--- src/rtl/led_bargraph_peak.sv ---
// Multi-channel LED bargraph with per-channel peak hold/decay.
// Modes: bar, bar+peak, dot, and auto-scan across channels.
module led_bargraph_peak #(
    parameter int DATA_W       = 8,
    parameter int LED_W        = 8,
    parameter int NUM_CH       = 3,
    parameter int HOLD_CYCLES  = 16,
    parameter int DECAY_CYCLES = 4,
    parameter int SCAN_CYCLES  = 64
) (
    input  logic              sys_clock,
    input  logic              reset,
    input  logic              o_sync,
    input  logic [1:0]        ch_id,
    input  logic [DATA_W-1:0] data,
    input  logic [1:0]        sel_ch,
    input  logic [1:0]        mode,
    output logic [LED_W-1:0]  LEDR
);

    localparam int LW   = $clog2(LED_W);
    localparam int CMAX = (HOLD_CYCLES > DECAY_CYCLES) ? HOLD_CYCLES
                                                       : DECAY_CYCLES;
    localparam int CW   = $clog2(CMAX + 1);
    localparam int SW   = (SCAN_CYCLES > 1) ? $clog2(SCAN_CYCLES) : 1;

    localparam logic [LW-1:0] MID       = LW'(LED_W / 2);
    localparam logic [CW-1:0] HOLD_LD   = CW'(HOLD_CYCLES);
    localparam logic [CW-1:0] DECAY_LD  = CW'(DECAY_CYCLES);
    localparam logic [SW-1:0] SCAN_LAST = SW'(SCAN_CYCLES - 1);
    localparam logic [1:0]    LAST_CH   = 2'(NUM_CH - 1);

    // Offset-binary conversion then keep the top LW bits.
    function automatic logic [LW-1:0] to_level(input logic [DATA_W-1:0] d);
        logic [DATA_W-1:0] u;
        u = {~d[DATA_W-1], d[DATA_W-2:0]};
        return LW'(u >> (DATA_W - LW));
    endfunction

    function automatic logic [LED_W-1:0] bar(input logic [LW-1:0] l);
        return (LED_W'(1) << l) - LED_W'(1);
    endfunction

    logic [DATA_W-1:0] samp  [NUM_CH];
    logic [LW-1:0]     peak  [NUM_CH];
    logic [CW-1:0]     cnt   [NUM_CH];
    logic [LW-1:0]     level [NUM_CH];
    logic [LW-1:0]     cur   [NUM_CH];
    logic [NUM_CH-1:0] hit;
    logic [NUM_CH-1:0] load;
    logic [NUM_CH-1:0] tick;
    logic [LW-1:0]     new_lvl;

    logic [SW-1:0]     scan_cnt;
    logic [1:0]        scan_ch;
    logic              scan_wrap;
    logic [LED_W-1:0]  disp;

    always_comb begin
        new_lvl = to_level(data);
        for (int c = 0; c < NUM_CH; c++) begin
            level[c] = to_level(samp[c]);
            hit[c]   = o_sync && (ch_id == 2'(c));
            load[c]  = hit[c] && (new_lvl >= peak[c]);
            cur[c]   = hit[c] ? new_lvl : level[c];
            tick[c]  = (cnt[c] <= CW'(1));
        end
    end

    // A qualifying sample beats a decay tick; decay never drops below level.
    always_ff @(posedge sys_clock) begin
        for (int c = 0; c < NUM_CH; c++) begin
            if (reset) begin
                samp[c] <= '0;
                peak[c] <= MID;
                cnt[c]  <= '0;
            end else begin
                if (hit[c]) samp[c] <= data;
                if (load[c]) begin
                    peak[c] <= new_lvl;
                    cnt[c]  <= HOLD_LD;
                end else if (tick[c]) begin
                    cnt[c] <= DECAY_LD;
                    if (peak[c] > cur[c]) peak[c] <= peak[c] - LW'(1);
                end else begin
                    cnt[c] <= cnt[c] - CW'(1);
                end
            end
        end
    end

    assign scan_wrap = (scan_cnt == SCAN_LAST);

    always_ff @(posedge sys_clock) begin
        if (reset) begin
            scan_cnt <= '0;
            scan_ch  <= 2'd0;
        end else begin
            scan_cnt <= scan_wrap ? '0 : scan_cnt + SW'(1);
            if (scan_wrap && mode == 2'd3)
                scan_ch <= (scan_ch == LAST_CH) ? 2'd0 : scan_ch + 2'd1;
        end
    end

    always_comb begin
        logic          s_ok;
        logic [LW-1:0] s_lvl;
        logic [LW-1:0] s_pk;
        logic [LW-1:0] a_lvl;
        logic [LW-1:0] a_pk;
        s_ok  = 1'b0;
        s_lvl = '0;
        s_pk  = '0;
        a_lvl = '0;
        a_pk  = '0;
        disp  = '0;
        for (int c = 0; c < NUM_CH; c++) begin
            if (sel_ch == 2'(c)) begin
                s_ok  = 1'b1;
                s_lvl = level[c];
                s_pk  = peak[c];
            end
            if (scan_ch == 2'(c)) begin
                a_lvl = level[c];
                a_pk  = peak[c];
            end
        end
        unique case (mode)
            2'd0: disp = s_ok ? bar(s_lvl) : '0;
            2'd1: disp = s_ok ? (bar(s_lvl) | (LED_W'(1) << s_pk)) : '0;
            2'd2: disp = s_ok ? (LED_W'(1) << s_lvl) : '0;
            2'd3: disp = bar(a_lvl) | (LED_W'(1) << a_pk);
        endcase
    end

    always_ff @(posedge sys_clock) begin
        if (reset) LEDR <= '1;
        else       LEDR <= disp;
    end

endmodule
--- config.mk ---
export PLATFORM = sky130hd
export DESIGN_NAME = led_bargraph_peak
export DESIGN_NICKNAME = d
export VERILOG_FILES = /design/src/rtl/led_bargraph_peak.sv
export SDC_FILE = /design/constraint.sdc
export NUM_CORES = 1
export LEC_CHECK = 0
export CORE_ASPECT_RATIO = 0.8
export CORE_MARGIN = 2
export CORE_UTILIZATION = 64
export DETAILED_ROUTE_END_ITERATION = 7
export DONT_BUFFER_PORTS = 1
export PLACE_DENSITY = 0.77
export SKIP_LAST_GASP = 1
export SYNTH_ARGS = -nofsm -noshare
export SYNTH_HDL_FRONTEND = slang
export SYNTH_SLANG_ARGS = --single-unit
--- constraint.sdc ---
create_clock -name sys_clock -period 2.9 [get_ports sys_clock]
set_input_delay 0.145 -clock sys_clock [delete_from_list [all_inputs] [get_ports sys_clock]]
set_output_delay 0.145 -clock sys_clock [all_outputs]
set_load 0.01 [all_outputs]
### Yosys cells after proc, flatten, opt, wreduce, memory -nomap -nowiden

Memories as Yosys holds them, arrays and structs flattened.
Index checks and enable logic that the tools add are counted.
Widths: inputs -> output; s select.

| word-level totals | value |
|---|---|
| register bits | 16 |
| latch bits | 0 |
| bits in writable memories | 48 |
| ROM bits | 0 |
| input port bits | 17 |
| output and inout port bits | 8 |
| memories kept | 3 |

| operators by class | value |
|---|---|
| $add $sub $neg | 10 |
| multipliers | 0 |
| div/mod/pow operators | 0 |
| $lt $le $gt $ge | 9 |
| equality and inequality tests | 10 |
| shift-type cells | 4 |
| muxes and demuxes | 100 |
| bitwise gates (word level) | 24 |
| reductions and logical operators | 12 |

Memory list:

| memory | depth | bits a word | read ports | clocked after memory_dff | wr ports | RTL line | text |
|---|---|---|---|---|---|---|---|
| samp | 3 | 8 | 3 | 0 | 3 | 44 | `logic [DATA_W-1:0] samp [NUM_CH];` |
| cnt | 3 | 5 | 3 | 0 | 3 | 46 | `logic [CW-1:0] cnt [NUM_CH];` |
| peak | 3 | 3 | 3 | 0 | 3 | 45 | `logic [LW-1:0] peak [NUM_CH];` |

Operator list:

| cell | number |
|---|---|
| $mux 3 | 21 |
| $mux 1 | 62 |
| $mux 8 | 6 |
| $mux 5 | 9 |
| $pmux 8 s4 | 1 |
| $shl 1x3->8 const A | 4 |
| $or 1x1->1 | 18 |
| $or 8x8->8 | 2 |
| $sub 8x2->8 const B | 2 |
| $le 5x1->1 const B | 3 |
| $sub 5x1->5 const B | 3 |
| $eq 2x2->1 const B | 5 |
| $ge 3x3->1 | 3 |
| $gt 3x3->1 | 3 |
| $sub 3x1->3 const B | 3 |
| $eq 2x1->1 const B | 4 |
| $logic_not 2->1 | 4 |
| $logic_and 1x1->1 | 7 |
| $add 6x1->6 const B | 1 |
| $eq 6x6->1 const B | 1 |
| $not 1->1 | 4 |
| $add 2x1->2 const B | 1 |
| $mux 2 | 1 |
| $reduce_or 2->1 | 1 |

### Logic depth before layout (Yosys ltp)

| logic depth | value |
|---|---|
| depth in word-level cells | 10 |
| mapped depth | 10 |

### Worst setup path before layout

No wires, ideal clock.

| path | value |
|---|---|
| kind | reg2reg |
| from | memory samp[0][6] |
| to | register LEDR[4] |
| arrival time | 2.423 ns |
| required time | 2.766 ns |
| path slack | 0.343 ns |
| cell stages (with the launch flop) | 9 |
| path buffers | 1 |
| clock period less this slack | 2.557 ns |
| cells stage by stage | edfxtp_1 > mux2i_2 > o2bb2ai_1 > or3_1 > ha_1 > clkbuf_1 > xnor2_1 > a311o_1 > or4_1 |

RTL lines:

| item | RTL line | text |
|---|---|---|
| start, declared | 44 |  |
| end signal, assigned | 138 | `else LEDR <= disp;` |
| end, declared | 18 | `output logic [LED_W-1:0] LEDR` |

==> flow_metrics.py <==
metrics = {
    "outcome": {
        "status": "finished clean",
    },
    "detailed_routing": {
        "first_pass_iters": 5,
        "via_per_inst": 6.033,
        "routed_wl_mm": 7.842,
        "drt_iter0_drc": 309,
        "ant_nets": 0,
        "drc": 0,
        "wl_per_cell_um": 15.94,
        "vias": 2968,
    },
    "worst_setup_path": {
        "reg2reg_to": "LEDR[4]",
        "ff2ff_path_depth": 7,
        "crit_required_ns": 3.09,
        "r2r-start": "samp[1][6]",
        "start_kind": "flip-flop",
        "r2r_setup_slack_ns": 0.16,
        "slowest_delay_ns": 0.47,
        "path_max_fanout": 8,
        "crit_type": "flip-flop to flip-flop",
        "critPathSlowestCell": "or4_1",
        "crit_chain": "mux2i_2 > o2bb2ai_2 > or3_1 > ha_1 > xnor2_1 > a311o_1 > or4_1",
        "endpoint_kind": "flip-flop",
        "cp_data_arrival_time_ns": 2.92,
    },
    "place": {
        "dp_hpwl_mm": 5.812,
        "io_buffer_count": 0,
        "gp_congestion": 0.9033,
    },
    "timing": {
        "finalClockSkew_ns": 0.006732,
        "drv_slew": 0,
        "fin_crit_sh": 0.9440,
        "fin_tns_setup_ns": 0,
        "hold_ws_ns": 0.009838,
        "rsz0062_at_grt": "no",
        "fin_crit_ns": 2.738,
        "slew_headroom": 0.5301,
        "max_slew.worst_pin.slew_ns": 0.7022,
        "hold_viol": 0,
        "fmax_mhz": 365.3,
        "setup_viol": 0,
    },
    "floorplan": {
        "start_util": 0.6671,
        "core_sq_mm": 0.005465,
        "fp.dieW_um": 88.39,
        "ios": 25,
        "die_area_sq_mm": 0.006320,
        "die_y_um": 71.51,
        "rows": 24,
    },
    "grt": {
        "grt_pass1_vias": 2790,
        "overflow": 0,
        "use_met2": 0.4177,
        "grt_util_all_layers": 0.2666,
        "use_met3": 0.05415,
        "grt_pass1_wl_mm": 13.26,
        "grt_use_met1": 0.3874,
        "antenna_found_initial": 0,
        "busiest_layer": "met2",
        "grt_max_degree": 35,
    },
    "synth": {
        "synth.distinct_cells": 63,
        "syn_area_sq_mm": 0.003646,
        "synthCells": 403,
        "ys_ff_latch": 49,
        "synth_top_area_cell": "edfxtp_1",
        "yosysSeqAreaShare": 0.3596,
        "ys_top_cells_by_area": "edfxtp_1 27%, ha_1 10%, dfxtp_1 8.8%",
        "yosys_warnings": 0,
        "synth_edf_count": 33,
        "synth-main-ff-cell": "edfxtp_1",
        "synth_top_area_frac": 0.2718,
        "syn_area_per_cell_sq_um": 9.047,
        "async_reset_ff_frac": 0,
    },
    "layout": {
        "drive_gt1_frac": 0.08213,
        "final_nets": 460,
        "syn2layout_area_growth_pct": 5.662,
        "layout_commonest_cell": "nor2_1",
        "layout_common_cells": "48 x nor2_1, 33 x edfxtp_1, 31 x nand2_1",
        "fill_cells": 432,
        "diodes": 0,
        "final_core_util": 0.7049,
    },
    "clock_network": {
        "clock_path_buffers": 2,
        "cts_buffers": 5,
        "cts_root_buf": "clkbuf_8",
        "cts.clk_slew.worst_paths_ns": 0.09,
        "cts_tree": "done",
        "clock_sinks": 49,
        "worstSkewPairLatency_ns": 0.31,
        "h-tree-depth": 2,
        "post_cts_buffers": 0,
    },
    "worst_hold_path": {
        "hold_end": "peak[2][2]",
        "hold_class": "input pin to flip-flop",
        "holdPathStages": 1,
        "hold_start": "reset",
    },
    "run": {
        "drv_cap": 0,
    },
    "pwr": {
        "leakagePower_nw": 1.497,
        "vdd_drop_max_v": 0.0002217,
        "power.density_mw_per_mm2": 432.8,
    },
}
[sequential cells by signal, summed over array words and instances, names as in the netlist]
register,count
scan_ch,2
cnt,15
samp,9
peak,9
LEDR,8
scan_cnt,6
[stage by stage]
stage	cell area [sq um]	total power, mW	std cells	setup slack (ns)
finish	3852	1.667	492	0.1624
detailed placement	3740	1.262	482	0.1597
floorplan	3699	1.191	417	0.3432
CTS	3846	1.671	492	0.1387
global route	3852	1.759	492	0.009924
global placement	3740	1.248	482	0.2387
[logic make-up (layout without fill, tap and decap cells)]
group | Yosys count | after routing | share of synthesized area
and+or+nand+nor | 165 | 165 | 0.2327
AOI/OAI and AO/OA | 88 | 88 | 0.1716
DFF | 49 | 49 | 0.3596
buffers and inverters | 37 | 34 | 0.04324
adders and majority gates | 30 | 30 | 0.1030
xor gates and xnor gates | 18 | 18 | 0.04324
muxes | 15 | 15 | 0.04564
other | 1 | 15 | 0.001029
[what timing repair did]
action	CTS	global route
setup endpoints to repair	0	1
resized for setup	0	1
endpoints found under the hold margin	10	0
hold buffers	2	0
[power breakdown]
part | internal, mW | switching [mW] | leakage (nW) | total (mW)
sequential | 0.809 | 0.0557 | 0.458 | 0.864
combinational | 0.175 | 0.219 | 0.993 | 0.394
clock | 0.172 | 0.236 | 0.0456 | 0.408
total | 1.16 | 0.511 | 1.50 | 1.67
[cell usage after synthesis (2+ instances only)]
| library cell | count |
|---|---|
| nand3_1 | 12 |
| nand2_1 | 31 |
| nand3b_1 | 3 |
| o22ai_1 | 5 |
| nor3b_1 | 4 |
| nor4_2 | 3 |
| mux2i_1 | 10 |
| xor2_1 | 10 |
| clkbuf_1 | 10 |
| a211oi_1 | 2 |
| a31oi_1 | 3 |
| ha_1 | 30 |
| nor4_1 | 12 |
| nor2_1 | 48 |
| inv_1 | 21 |
| nand2b_1 | 12 |
| buf_6 | 2 |
| buf_2 | 2 |
| o21ai_0 | 13 |
| a31o_2 | 3 |
| a21o_1 | 7 |
| xnor2_1 | 8 |
| o221ai_1 | 3 |
| a21oi_1 | 25 |
| o211ai_1 | 3 |
| nor3_1 | 11 |
| or3_1 | 12 |
| o2bb2ai_1 | 2 |
| o21a_1 | 6 |
| edfxtp_1 | 33 |
| mux2_4 | 2 |
| o22ai_2 | 2 |
| and2_1 | 3 |
| nor2b_1 | 5 |
| dfxtp_1 | 16 |
| mux2_2 | 2 |
[metal layers]
layer	vias to the layer above	part of all wire
met3	9	0.063
met5	-	0
met4	0	0.010
met1	1399	0.47
met2	79	0.46
li1	1481	-
[how the worst max path moves through the flow]
stage / to / slack, ns / cells past startpoint / from
3_3_place_gp: LEDR[4] / 0.24 / 7 / samp[0][6]
3_5_place_dp: LEDR[4] / 0.16 / 7 / samp[1][6]
2_1_floorplan: LEDR[4] / 0.34 / 8 / samp[0][6]
5_1_grt: LEDR[4] / 0.01 / 7 / samp[1][6]
6_report: LEDR[4] / 0.16 / 7 / samp[1][6]
4_1_cts: LEDR[4] / 0.14 / 7 / samp[1][6]
[worst max-delay path: cells and delay by family, from the launching register on]
kind | cells | cell delay [ns]
XOR/XNOR | 1 | 0.18
multiplexers | 1 | 0.32
AND/OR/NAND/NOR | 2 | 0.88
AO/OA/AOI/OAI | 2 | 0.47
flip-flops | 1 | 0.44
adder cells (fa/ha/maj) | 1 | 0.32
[cell type report]
cell class,count,area [sq um],area share
Inverter,21,78.83,0.02046
Multi-Input combinational cell,331,2236,0.5804
Tap cell,78,97.59,0.02533
Clock buffer,6,72.57,0.01884
Sequential cell,49,1311,0.3404
Timing Repair Buffer,5,42.54,0.01104
Clock inverter,2,13.76,0.003573
Note: power is estimated with default switching activity, not from simulation.
